`src/rtl/uctl_dma_pkg.sv`:
```
// Shared DMA scheduler definitions: FSM state encoding and default bus widths.
// Combinational constants only; no latency or flow control of its own.
package uctl_dma_pkg;

   typedef enum logic [1:0] {
      ST_IDLE = 2'b00,
      ST_RUN  = 2'b01,
      ST_CMPL = 2'b10
   } sch_state_e;

   localparam int CNTR_WD_DFLT   = 20;
   localparam int ADDR_SIZE_DFLT = 32;

endpackage

```
`src/rtl/uctl_rrArb.sv`:
```
// Round-robin priority search: first requester at or after rr_ptr_i, wrapping.
// Purely combinational (zero latency); the pointer register lives in the parent.
module uctl_rrArb #(
   parameter int NUM_EP    = 4,
   parameter int EP_IDX_WD = $clog2(NUM_EP)
) (
   input  logic [NUM_EP-1:0]    req_i,
   input  logic [EP_IDX_WD-1:0] rr_ptr_i,
   output logic                 gnt_vld_o,
   output logic [EP_IDX_WD-1:0] gnt_idx_o
);

   int idx;

   always_comb begin
      gnt_vld_o = 1'b0;
      gnt_idx_o = '0;
      idx       = 0;
      for (int k = 0; k < NUM_EP; k++) begin
         idx = int'(rr_ptr_i) + k;
         if (idx >= NUM_EP) begin
            idx = idx - NUM_EP;
         end
         if (!gnt_vld_o && req_i[idx]) begin
            gnt_vld_o = 1'b1;
            gnt_idx_o = EP_IDX_WD'(idx);
         end
      end
   end

endmodule

```
`src/rtl/uctl_dmarx_sched.sv`:
```
// Shares the DMA Rx engine between endpoints; grant->dmaStart in 1 cycle, engine done->ep dn in 1 cycle.
// Holds dmaStart and a frozen descriptor until the engine reports done; other requesters wait.
module uctl_dmarx_sched
   import uctl_dma_pkg::*;
#(
   parameter int NUM_EP    = 4,
   parameter int CNTR_WD   = CNTR_WD_DFLT,
   parameter int ADDR_SIZE = ADDR_SIZE_DFLT,
   localparam int EP_IDX_WD = $clog2(NUM_EP)
) (
   input  logic                        core_clk,
   input  logic                        uctl_rst_n,
   input  logic                        sw_rst,
   input  logic [NUM_EP-1:0]           ep2sch_req,
   input  logic [NUM_EP*ADDR_SIZE-1:0] ep2sch_sWrAddr,
   input  logic [NUM_EP*ADDR_SIZE-1:0] ep2sch_laddr,
   input  logic [NUM_EP*CNTR_WD-1:0]   ep2sch_len,
   input  logic [NUM_EP*ADDR_SIZE-1:0] ep2sch_epStartAddr,
   input  logic [NUM_EP*ADDR_SIZE-1:0] ep2sch_epEndAddr,
   output logic [NUM_EP-1:0]           sch2ep_dn,
   output logic                        sch2dmaRx_dmaStart,
   output logic [ADDR_SIZE-1:0]        sch2dmaRx_sWrAddr,
   output logic [ADDR_SIZE-1:0]        sch2dmaRx_laddrIn,
   output logic [ADDR_SIZE-1:0]        sch2dmaRx_epStartAddr,
   output logic [ADDR_SIZE-1:0]        sch2dmaRx_epEndAddr,
   output logic [CNTR_WD-1:0]          sch2dmaRx_len,
   output logic                        sch2dmaRx_sRdWr,
   input  logic                        dmaRx2sch_dn,
   output logic                        sch2reg_busy,
   output logic [EP_IDX_WD-1:0]        sch2reg_curEp
);

   sch_state_e             state_q, state_d;
   logic [EP_IDX_WD-1:0]   rr_ptr_q, rr_ptr_d;
   logic [EP_IDX_WD-1:0]   cur_ep_q, cur_ep_d;
   logic                   start_q, start_d;
   logic                   busy_q, busy_d;
   logic [NUM_EP-1:0]      dn_q, dn_d;
   logic [ADDR_SIZE-1:0]   swr_q, swr_d, laddr_q, laddr_d;
   logic [ADDR_SIZE-1:0]   st_q, st_d, end_q, end_d;
   logic [CNTR_WD-1:0]     len_q, len_d;

   logic                   gnt_vld;
   logic [EP_IDX_WD-1:0]   gnt_idx;
   logic [CNTR_WD-1:0]     gnt_len;

   uctl_rrArb #(
      .NUM_EP    (NUM_EP),
      .EP_IDX_WD (EP_IDX_WD)
   ) u_rrArb (
      .req_i     (ep2sch_req),
      .rr_ptr_i  (rr_ptr_q),
      .gnt_vld_o (gnt_vld),
      .gnt_idx_o (gnt_idx)
   );

   assign gnt_len = ep2sch_len[gnt_idx*CNTR_WD +: CNTR_WD];

   always_comb begin
      state_d  = state_q;
      rr_ptr_d = rr_ptr_q;
      cur_ep_d = cur_ep_q;
      start_d  = start_q;
      dn_d     = '0;
      swr_d    = swr_q;
      laddr_d  = laddr_q;
      st_d     = st_q;
      end_d    = end_q;
      len_d    = len_q;
      unique case (state_q)
         ST_IDLE: begin
            if (gnt_vld) begin
               cur_ep_d = gnt_idx;
               swr_d    = ep2sch_sWrAddr[gnt_idx*ADDR_SIZE +: ADDR_SIZE];
               laddr_d  = ep2sch_laddr[gnt_idx*ADDR_SIZE +: ADDR_SIZE];
               st_d     = ep2sch_epStartAddr[gnt_idx*ADDR_SIZE +: ADDR_SIZE];
               end_d    = ep2sch_epEndAddr[gnt_idx*ADDR_SIZE +: ADDR_SIZE];
               len_d    = gnt_len;
               state_d  = ST_RUN;
               start_d  = (gnt_len != '0);
            end
         end
         ST_RUN: begin
            // Zero-length grants pass through RUN with the engine left idle.
            if (len_q == '0) begin
               state_d = ST_CMPL;
               dn_d    = NUM_EP'(1) << cur_ep_q;
            end else if (dmaRx2sch_dn) begin
               start_d = 1'b0;
               state_d = ST_CMPL;
               dn_d    = NUM_EP'(1) << cur_ep_q;
            end
         end
         ST_CMPL: begin
            rr_ptr_d = (cur_ep_q == EP_IDX_WD'(NUM_EP-1)) ? '0 : cur_ep_q + 1'b1;
            state_d  = ST_IDLE;
         end
         default: state_d = ST_IDLE;
      endcase
      if (sw_rst) begin
         state_d  = ST_IDLE;
         rr_ptr_d = '0;
         cur_ep_d = '0;
         start_d  = 1'b0;
         dn_d     = '0;
         swr_d    = '0;
         laddr_d  = '0;
         st_d     = '0;
         end_d    = '0;
         len_d    = '0;
      end
      busy_d = (state_d != ST_IDLE);
   end

   always_ff @(posedge core_clk or negedge uctl_rst_n) begin
      if (!uctl_rst_n) begin
         state_q  <= ST_IDLE;
         rr_ptr_q <= '0;
         cur_ep_q <= '0;
         start_q  <= 1'b0;
         busy_q   <= 1'b0;
         dn_q     <= '0;
         swr_q    <= '0;
         laddr_q  <= '0;
         st_q     <= '0;
         end_q    <= '0;
         len_q    <= '0;
      end else begin
         state_q  <= state_d;
         rr_ptr_q <= rr_ptr_d;
         cur_ep_q <= cur_ep_d;
         start_q  <= start_d;
         busy_q   <= busy_d;
         dn_q     <= dn_d;
         swr_q    <= swr_d;
         laddr_q  <= laddr_d;
         st_q     <= st_d;
         end_q    <= end_d;
         len_q    <= len_d;
      end
   end

   assign sch2ep_dn             = dn_q;
   assign sch2dmaRx_dmaStart    = start_q;
   assign sch2dmaRx_sWrAddr     = swr_q;
   assign sch2dmaRx_laddrIn     = laddr_q;
   assign sch2dmaRx_epStartAddr = st_q;
   assign sch2dmaRx_epEndAddr   = end_q;
   assign sch2dmaRx_len         = len_q;
   assign sch2dmaRx_sRdWr       = 1'b1;
   assign sch2reg_busy          = busy_q;
   assign sch2reg_curEp         = cur_ep_q;

endmodule

```
`config.mk`:
```
export PLATFORM = sky130hd
export DESIGN_NAME = uctl_dmarx_sched
export DESIGN_NICKNAME = d
export VERILOG_FILES = /design/src/rtl/uctl_dma_pkg.sv /design/src/rtl/uctl_rrArb.sv /design/src/rtl/uctl_dmarx_sched.sv
export SDC_FILE = /design/constraint.sdc
export NUM_CORES = 1
export LEC_CHECK = 0
export ABC_AREA = 1
export CAP_MARGIN = 15
export CORE_AREA = 2 2 293 295
export DETAILED_ROUTE_END_ITERATION = 16
export DIE_AREA = 0 0 295 297
export GPL_ROUTABILITY_DRIVEN = 1
export PLACE_DENSITY = 0.35
export SYNTH_ARGS = -nofsm -noshare
export SYNTH_HDL_FRONTEND = slang
export SYNTH_HIERARCHICAL = 1
export SYNTH_SLANG_ARGS = --single-unit
```
`constraint.sdc`:
```
create_clock -name core_clk -period 2.65 [get_ports core_clk]
set_input_delay 0.3975 -clock core_clk [delete_from_list [all_inputs] [get_ports core_clk]]
set_output_delay 0.3975 -clock core_clk [all_outputs]
set_load 0.01 [all_outputs]
```
==> reports/metrics.cfg <==
[run_status]
status=completed

[worst_setup_path]
cp_common_cell=nand2_2
r2r-start=rr_ptr_q[0]
worst_setup_path_end_kind=register
reg2reg_slack_ns=0.08
rr_worst_depth=17
cp_max_fo=37
worstPathRequired_ns=3.04
path_buf_inv=5
setup.worst_path.class=reg2reg
r2r_end=sch2dmaRx_epEndAddr[15]
crit_path_start_kind=register
worstPathCellList=buf_6 -> nand2_2 -> nand2_2 -> nand2_2 -> nand2_2 -> nor2_4 -> nand3_2 -> nand2_1 -> nand2_2 -> inv_8 -> inv_8 -> buf_16 -> buf_4 -> nor2_1 -> o22ai_1 -> nand3_1 -> nand2_1
cp.arrival_ns=2.95
cp_top_family=simple AND/OR/NAND/NOR gates
cp_slowest_cell=dfrtp_2
cpPeakStageDelay_ns=0.45

[drt]
wl_per_cell_um=20.4
drt.antenna.violating_nets=0
routed-via-count=15000
wl_mm=73.5
firstDrtPassIters=8
drc=0
vias_per_cell=4.18
drt-initial-drc-count=740

[job]
drv_cap=0

[placed_design]
place_area_um2=20900
dp_hpwl_mm=57.3
place_inst=3555
port_buffers=755
place.gp.congestion=0.895

[timing]
rsz0062_at_grt=yes
fin_crit_sh_pct=96.8
drv_slew=0
finalWorstPathRequiredPeriod_ns=2.57
tightest_slew_ns=0.507
hold_ws_ns=0.436
hold_violations=0
clock-skew-final_ns=0.0119
relSlewSlack_pct=66.2
setup_viol=0
max_freq_mhz=390

[die]
die_h_um=297
top_level_ports=757
core_area_um2=84500
start_util_pct=13.1
fp.dieArea_um2=87600
die_w_um=295
rows=107

[cells_and_area]
nNetsFinal=3049
fin_cells=3604
final_util_pct=25.9
drive_gt1_share_pct=10.3
n_fill_cell=9249
fin_area_um2=21900
syn2layout_area_growth_pct=98.7

[synthesis]
syn_inst=1655
yosysTopAreaCellShare_pct=36.3
ys_seq_area_share_pct=36.3
synth_common_cells=nand3_1 (313), nand2_1 (272), nor2_1 (271)
synth-seq-cells=160
synthArstFlopShare_pct=100
synth_top_area_cell=dfrtp_1
netlist_area_um2=11000
synth-main-ff-cell=dfrtp_1
synth-edff-count=0
syn_avg_cell_area_um2=6.66
synth.area.top_cells=dfrtp_1 (36%), nand3_1 (14%), o21ai_0 (12%), nand2_1 (9.3%), nor2_1 (9.2%)
yosysWarningCount=6
synth_fp_nets=2259
yosysMostFrequentCell=nand3_1
yosysUniqueCellTypes=30

[grt]
antenna_found_initial=2
grt_max_degree=86
overflow=0
grt_pass1_vias=15700
track_usage_pct=15.8
grt_pass1_wl_mm=103

[clocking]
clockBufferDepth=2
clk_pin_slew_ns=0.08
cts_buffers=17
htree_levels=4
cts_sinks=160
cts_tree=yes
worstSkewPairLatency_ns=0.49
ctsRootBufferMaster=clkbuf_16

[pwr]
power_mw=13.9
ir_drop_v=0.000492
p_leak_nw=9.17
power_density_nw_per_um2=633

[min_path]
worst_hold_path_type=in2async

[cell type report]
type / count / area [um^2] / share of cell area, %
clock inverters: 12 / 125 / 0.571
repair buffers: 931 / 9510 / 43.4
clock buffers: 20 / 447 / 2.04
inverters: 35 / 171 / 0.782
diodes: 2 / 5.00 / 0.0228
multi-input cells: 1300 / 6210 / 28.4
flip-flops and latches: 160 / 4010 / 18.3
well taps: 1144 / 1430 / 6.53
[routing by layer]
| layer | vias to the layer above | global-route usage [%] | part of all wire (%) |
|---|---|---|---|
| met5 | - | 0 | 0 |
| met4 | 0 | 6.43 | 3.3 |
| met3 | 87 | 4.76 | 7.8 |
| met2 | 606 | 27.9 | 50 |
| met1 | 7067 | 17.5 | 39 |
| li1 | 7289 | - | - |
[state kept, by name (all words and copies together) (netlist names)]
signal	count
sch2ep_dn	4
sch2dmaRx_len	20
sch2dmaRx_laddrIn	32
sch2dmaRx_epStartAddr	32
rr_ptr_q	2
sch2dmaRx_epEndAddr	32
sch2reg_curEp	2
sch2dmaRx_sWrAddr	32
state_q	2
sch2reg_busy	1
sch2dmaRx_dmaStart	1
[layout by cell type, fill, tap and decap left out, types with 9 or more instances in the layout]
cell type and instances:
inv_1 28, buf_6 11, nand2_2 16, clkbuf_16 22
nand3_1 311, nor2_1 271, buf_12 28, o21ai_0 265
clkdlybuf4s50_1 754, buf_4 123, o22ai_2 9, nand2_1 264
dfrtp_1 159, o22ai_1 133
[logic make-up (layout without fill, tap and decap cells)]
group / after synthesis / count (layout) / share of synthesized area [%]
AO/OA/AOI/OAI: 412 / 412 / 20.4
adder cells (fa/ha/maj): 4 / 4 / 0.454
buffers and inverters: 195 / 998 / 8.35
flip-flops: 160 / 160 / 36.3
other: 1 / 3 / 0.0340
AND/OR/NAND/NOR: 883 / 883 / 34.5
[where the power goes]
part	switching (mW)	internal (mW)	leakage, nW
logic	4.16	3.78	6.82
clock network	1.19	1.33	0.270
registers	0.372	3.03	2.08
total	5.72	8.14	9.17
[what timing repair did]
| action | 4_1_cts | 5_1_grt |
|---|---|---|
| hold buffers | 1 | 0 |
| gates cloned | 0 | 5 |
| pin swaps | 0 | 16 |
| resized for setup | 1 | 48 |
| hold endpoints to repair | 47 | 0 |
| setup buffers | 0 | 9 |
| endpoints found under the setup margin | 1 | 90 |
[metrics by stage]
stage / worst slack (ns) / TNS (ns)
4_1_cts: 0.0205 / 0
3_5_place_dp: -0.372 / -22.48
2_1_floorplan: 0.468 / 0
3_3_place_gp: -0.379 / -22.60
6_report: 0.0848 / 0
5_1_grt: -0.0740 / -0.176
[how the worst max path moves through the flow]
stage                   from                      end  slack [ns]  cells past startpoint
2_1_floorplan    rr_ptr_q[0]       sch2dmaRx_dmaStart        0.47                     22
3_3_place_gp   ep2sch_req[1]    sch2dmaRx_laddrIn[23]       -0.38                     18
3_5_place_dp   ep2sch_req[2]    sch2dmaRx_laddrIn[23]       -0.37                     17
4_1_cts          rr_ptr_q[0]    sch2dmaRx_sWrAddr[31]        0.02                     17
5_1_grt          rr_ptr_q[0]       sch2dmaRx_dmaStart       -0.07                     19
6_report         rr_ptr_q[0]  sch2dmaRx_epEndAddr[15]        0.08                     17
No activity file was read; power rests on OpenSTA's default activity.
